[config.mk]
export PLATFORM = sky130hd
export DESIGN_NAME = session_controller
export DESIGN_NICKNAME = d
export VERILOG_FILES = /design/src/rtl/session_controller.sv
export SDC_FILE = /design/constraint.sdc
export NUM_CORES = 1
export LEC_CHECK = 0
export CORE_UTILIZATION = 57
export CTS_CLUSTER_DIAMETER = 30
export DETAILED_ROUTE_END_ITERATION = 10
export PLACE_DENSITY = 0.8
export SLEW_MARGIN = 20
export SYNTH_ARGS = -nofsm -noshare
export SYNTH_HDL_FRONTEND = slang
export SYNTH_SLANG_ARGS = --single-unit
[constraint.sdc]
create_clock -name clk -period 2.3 [get_ports clk]
set_input_delay 0.23 -clock clk [delete_from_list [all_inputs] [get_ports clk]]
set_output_delay 0.23 -clock clk [all_outputs]
set_load 0.01 [all_outputs]
[src/rtl/session_controller.sv]
// Purpose : run-control sequencer; gates order generation / trade counting, paces orders, trips a spread breaker.
// Latency : every output is registered; a button edge or halt changes the outputs on the following cycle.
// Backpres: none; halt_signal from the counter forces HALTED, and stop_btn overrides everything.
// Ports   : clk, reset (async, active-low), start_btn/stop_btn (rising edge acts), match_siganl (unused),
//           spread[7:0], halt_signal -> gen_enable, count_enable, count_clear (1-cycle pulse),
//           order_tick (1-cycle pulse), state[2:0], cooldown_left[7:0], breaker_trips[7:0] (saturating).
module session_controller #(
   parameter int unsigned TICK_DIV       = 1250000,
   parameter logic [7:0]  SPREAD_LIMIT   = 8'd200,
   parameter int unsigned BREACH_TICKS   = 4,
   parameter int unsigned COOLDOWN_TICKS = 40,
   parameter int unsigned SESSION_TICKS  = 1200
) (
   input  logic       clk,
   input  logic       reset,
   input  logic       start_btn,
   input  logic       stop_btn,
   input  logic       match_siganl,
   input  logic [7:0] spread,
   input  logic       halt_signal,
   output logic       gen_enable,
   output logic       count_enable,
   output logic       count_clear,
   output logic       order_tick,
   output logic [2:0] state,
   output logic [7:0] cooldown_left,
   output logic [7:0] breaker_trips
);

   localparam logic [2:0] S_IDLE     = 3'd0;
   localparam logic [2:0] S_PRE_OPEN = 3'd1;
   localparam logic [2:0] S_OPEN     = 3'd2;
   localparam logic [2:0] S_BREAKER  = 3'd3;
   localparam logic [2:0] S_HALTED   = 3'd4;
   localparam logic [2:0] S_CLOSED   = 3'd5;

   localparam logic [23:0] TICK_LAST = 24'(TICK_DIV - 1);
   localparam logic [3:0]  BREACH_LIM = 4'(BREACH_TICKS);
   localparam logic [7:0]  COOL_INIT  = 8'(COOLDOWN_TICKS);
   localparam logic [15:0] SESS_LIM   = 16'(SESSION_TICKS);

   // The match flag is purely informational for this block.
   logic unused_match;
   assign unused_match = match_siganl;

   logic [2:0]  state_q, state_d;
   logic [23:0] presc_q, presc_d;
   logic        tick_q, tick_d;
   logic [15:0] sess_q, sess_d;
   logic [3:0]  breach_q, breach_d;
   logic [7:0]  cool_q, cool_d;
   logic [7:0]  trips_q, trips_d;
   logic        start_q, stop_q;
   logic        gen_q, gen_d;
   logic        cnt_en_q, cnt_en_d;
   logic        clr_q, clr_d;

   logic        start_ev, stop_ev;
   logic [15:0] sess_inc;
   logic [3:0]  breach_inc;
   logic        live_now, live_next;

   assign start_ev   = start_btn & ~start_q;
   assign stop_ev    = stop_btn & ~stop_q;
   assign sess_inc   = sess_q + 16'd1;
   assign breach_inc = (spread > SPREAD_LIMIT) ? breach_q + 4'd1 : 4'd0;

   // tick_q is the registered order_tick: the cycle in which the pulse is
   // visible is the cycle whose closing edge applies the tick's effects, so
   // spread is sampled exactly while order_tick is high.
   always_comb begin
      state_d  = state_q;
      sess_d   = sess_q;
      breach_d = breach_q;
      cool_d   = cool_q;
      trips_d  = trips_q;

      if (stop_ev) begin
         state_d  = S_IDLE;
         cool_d   = 8'd0;
         breach_d = 4'd0;
      end else begin
         case (state_q)
            S_IDLE, S_HALTED, S_CLOSED: begin
               if (start_ev) state_d = S_PRE_OPEN;
            end
            S_PRE_OPEN: begin
               state_d  = S_OPEN;
               sess_d   = 16'd0;
               breach_d = 4'd0;
            end
            S_OPEN: begin
               if (halt_signal) begin
                  state_d = S_HALTED;
               end else if (tick_q) begin
                  sess_d   = sess_inc;
                  breach_d = breach_inc;
                  // Session end outranks a trip landing on the same tick.
                  if (sess_inc == SESS_LIM) begin
                     state_d = S_CLOSED;
                  end else if (breach_inc == BREACH_LIM) begin
                     state_d = S_BREAKER;
                     cool_d  = COOL_INIT;
                     if (trips_q != 8'hFF) trips_d = trips_q + 8'd1;
                  end
               end
            end
            S_BREAKER: begin
               if (tick_q) begin
                  cool_d = cool_q - 8'd1;
                  if (cool_q == 8'd1) begin
                     state_d  = S_OPEN;
                     breach_d = 4'd0;
                  end
               end
            end
            default: state_d = S_IDLE;
         endcase
      end
   end

   // The prescaler only runs while staying within OPEN/BREAKER; any entry
   // from or exit to another state restarts it at zero with no pulse.
   assign live_now  = (state_q == S_OPEN) || (state_q == S_BREAKER);
   assign live_next = (state_d == S_OPEN) || (state_d == S_BREAKER);

   always_comb begin
      presc_d = 24'd0;
      tick_d  = 1'b0;
      if (live_now && live_next) begin
         if (presc_q == TICK_LAST) begin
            tick_d = 1'b1;
         end else begin
            presc_d = presc_q + 24'd1;
         end
      end
   end

   assign gen_d    = (state_d == S_OPEN);
   assign cnt_en_d = (state_d == S_OPEN);
   assign clr_d    = (state_d == S_PRE_OPEN);

   always_ff @(posedge clk or negedge reset) begin
      if (!reset) begin
         state_q  <= S_IDLE;
         presc_q  <= 24'd0;
         tick_q   <= 1'b0;
         sess_q   <= 16'd0;
         breach_q <= 4'd0;
         cool_q   <= 8'd0;
         trips_q  <= 8'd0;
         start_q  <= 1'b0;
         stop_q   <= 1'b0;
         gen_q    <= 1'b0;
         cnt_en_q <= 1'b0;
         clr_q    <= 1'b0;
      end else begin
         state_q  <= state_d;
         presc_q  <= presc_d;
         tick_q   <= tick_d;
         sess_q   <= sess_d;
         breach_q <= breach_d;
         cool_q   <= cool_d;
         trips_q  <= trips_d;
         start_q  <= start_btn;
         stop_q   <= stop_btn;
         gen_q    <= gen_d;
         cnt_en_q <= cnt_en_d;
         clr_q    <= clr_d;
      end
   end

   assign gen_enable    = gen_q;
   assign count_enable  = cnt_en_q;
   assign count_clear   = clr_q;
   assign order_tick    = tick_q;
   assign state         = state_q;
   assign cooldown_left = cool_q;
   assign breaker_trips = trips_q;

endmodule
==> out/metrics.yaml <==
status:
  status: "finished, violations left"
  violations: "DRC"
timing:
  hold_viol: 0
  finClkSkew_ps: 9.76
  tightestPinTransition_ps: 616
  layout_setup_ws_ps: 103
  fmax_mhz: 455
  rsz0062_at_grt: "true"
  timing.final.crit_share: 0.955
  final-setup-viol-count: 0
  tns_ps: 0
  max_slew_margin: 0.589
  drv_slew: 0
  period_needed_ps: 2200
floorplanning:
  die_x_um: 83.8
  fp.dieH_um: 83.8
  top_level_ports: 37
  dieArea_um2: 7030
  core.rowCount: 29
  core-area_um2: 6420
  initial_core_util: 0.594
worst_hold_path:
  hp-class: "in2reg"
  whs_path_depth: 1
synthesis:
  synth_top_area_share: 0.446
  synth_area_um2: 3820
  avgSynthCellArea_um2: 9.45
  yosysUniqueCellTypes: 66
  synthArstFlopShare: 1.00
  ys_warn_count: 0
  syn_nets: 424
  synth_ff_type: "dfrtp_1"
  synth_largest_area_cell: "dfrtp_1"
  synth_area_leaders: "dfrtp_1 45%, nor2_1 5.0%, xor2_1 4.4%"
  ys_seq_area_frac: 0.446
  synth_cells: 404
  yosys_register_bits: 68
  synth-edff-count: 0
critical_path:
  worst_r2r_endpoint: "presc_q[4]"
  start_kind: "flip-flop"
  cp-startpoint: "sess_q[6]"
  cp_max_fo: 11
  criticalPathCategory: "reg2reg"
  r2r-start: "sess_q[6]"
  reg2reg_slack_ps: 100
  crit_required_ps: 2530
  r2r_cells: 9
  timing.critical_path.to: "presc_q[4]"
  arrival_ps: 2430
  crit_path_end_kind: "flip-flop"
place:
  place_area_um2: 4390
  io_buffers: 35
  pre_cts_ws_ps: -18.1
  dp_hpwl_um: 5780
  gp_congestion: 0.867
power_and_ir_drop:
  p_seq_frac: 0.479
  power_frac_comb: 0.087
  intPower_mw: 1.95
  power.share.switching: 0.240
  p_clk_frac: 0.434
  p_per_area_nw_per_um2: 542
  power_mw: 2.56
  switchingPower_mw: 0.613
  irDropWorstVdd_mv: 0.352
  p_leak_nw: 1.95
detailed_routing:
  drtAntennaViolNets: 0
  wl_per_cell_um: 15.5
  drt-initial-drc-count: 173
  wl_um: 8460
  avgViaCountPerCell: 5.92
  drc: 6
  vias: 3234
  drtPass1Iterations: 7
cells_and_area:
  synthToLayoutAreaGrowth_pct: 23.7
  fillers: 473
  nets: 485
  fin_area_um2: 4720
  diodes: 0
  fin_util: 0.735
  drive_gt1_frac: 0.171
  final_common_cell: "dfrtp_1"
  final_cell_mix: "61 x dfrtp_1, 50 x nor2_1, 38 x nand2_1"
cts:
  max-clock-path-buffers: 2
  clk_pin_slew_worst_paths_ps: 80
  cts_htree_levels: 3
  cts.sinks: 68
  cts_tree: "yes"
  cts_made_buffers: 9
  insertion_delay_ps: 350
  ctsRootBufferMaster: "clkbuf_8"
global_route:
  grt_usage: 0.261
  grt_pass1_wl_um: 14700
  grt_pass1_vias: 3177
  antenna_found_initial: 0
  grt_start_max_net_pins: 69
  overflow: 0
flow_run:
  drv_cap: 0
==> timing repair <==
item                                   4_1_cts  5_1_grt
endpoints found under the hold margin       68        0
gates resized for setup                      2       15
hold buffers                                 1        0
pin swaps                                    0        5
buffers inserted                             0        4
setup endpoints to repair                    1       40
==> cells by family after synthesis <==
kind of cell | after synthesis | synth area share
AOI/OAI and AO/OA | 81 | 0.146
xor gates and xnor gates | 36 | 0.0826
adders and majority gates | 6 | 0.0197
buffers and inverters | 25 | 0.0315
DFF | 68 | 0.446
muxes | 3 | 0.00820
and+or+nand+nor | 185 | 0.266
==> worst min path at each step <==
stage | endpoint | from
finish | start_q | start_btn
global route | start_q | start_btn
CTS | start_q | start_btn
detailed placement | cooldown_left[1] | reset
global placement | cooldown_left[1] | reset
floorplan | breach_q[0] | reset
==> power by group through the flow <==
stage          registers [mW]  logic [mW]  clock network (mW)
2_1_floorplan            1.25       0.106                   0
3_3_place_gp             1.25       0.216                   0
3_5_place_dp             1.25       0.219                   0
4_1_cts                  1.23       0.222                1.13
5_1_grt                  1.23       0.243                1.18
6_report                 1.23       0.221                1.11
==> metrics by stage <==
stage,cells,hold slack (ps)
floorplan,404,-65.6
global placement,526,279
detailed placement,526,281
CTS,542,340
global route,546,364
finish,546,346
==> layer usage <==
metal	vias to the layer above	part of all wire	track usage
met5	-	0	0
met4	0	0.015	0.113
met3	12	0.040	0.0376
met2	97	0.49	0.417
met1	1573	0.46	0.356
li1	1552	-	-
==> sequential cells by signal, summed over array words and instances (netlist names) <==
name,flops
sess_q,16
stop_q,1
cooldown_left,8
count_enable,1
state,3
start_q,1
breaker_trips,8
count_clear,1
presc_q,24
order_tick,1
breach_q,4
==> synthesized netlist by cell type, types with 2 or more instances <==
master and count:
o31a_1 2, nand3_1 19, nor3_2 2, nor4_2 2, nor2_1 51, inv_1 10
o31ai_1 2, o21ai_0 32, nand4_1 10, dfrtp_1 68, o21a_1 4, nor3_4 2
clkbuf_1 6, nor2b_1 7, nor4b_1 3, mux2i_1 2, xnor2_1 17, buf_4 6
o21ai_1 3, a21oi_1 10, a31oi_1 5, buf_2 3, nand2b_1 7, nand2_1 38
a21boi_1 2, nor3b_1 2, or2_2 2, and3_1 9, or4_1 2, nand3b_1 3
nor4_1 5, ha_1 6, nor3_1 11, xor2_1 19
==> final cells by class <==
type                            count  area [um2]  share of cell area
Multi-Input combinational cell    311        2060               0.436
Sequential cell                    68        1710               0.362
Timing Repair Buffer               65         598               0.127
Clock buffer                       10         138              0.0291
Tap cell                           77        96.3              0.0204
Clock inverter                      5        85.1              0.0180
Inverter                           10        37.5             0.00795
==> critical path, stage by stage, from the launching register on <==
cell and delay, ps:
dfrtp_2 410, nand4_4 180, buf_4 200, nor3_4 260, a31oi_4 150, nor3b_4 280
nand3_4 150, o21ai_1 160, buf_4 200, nor2_1 70
Note: power is estimated with default switching activity, not from simulation.
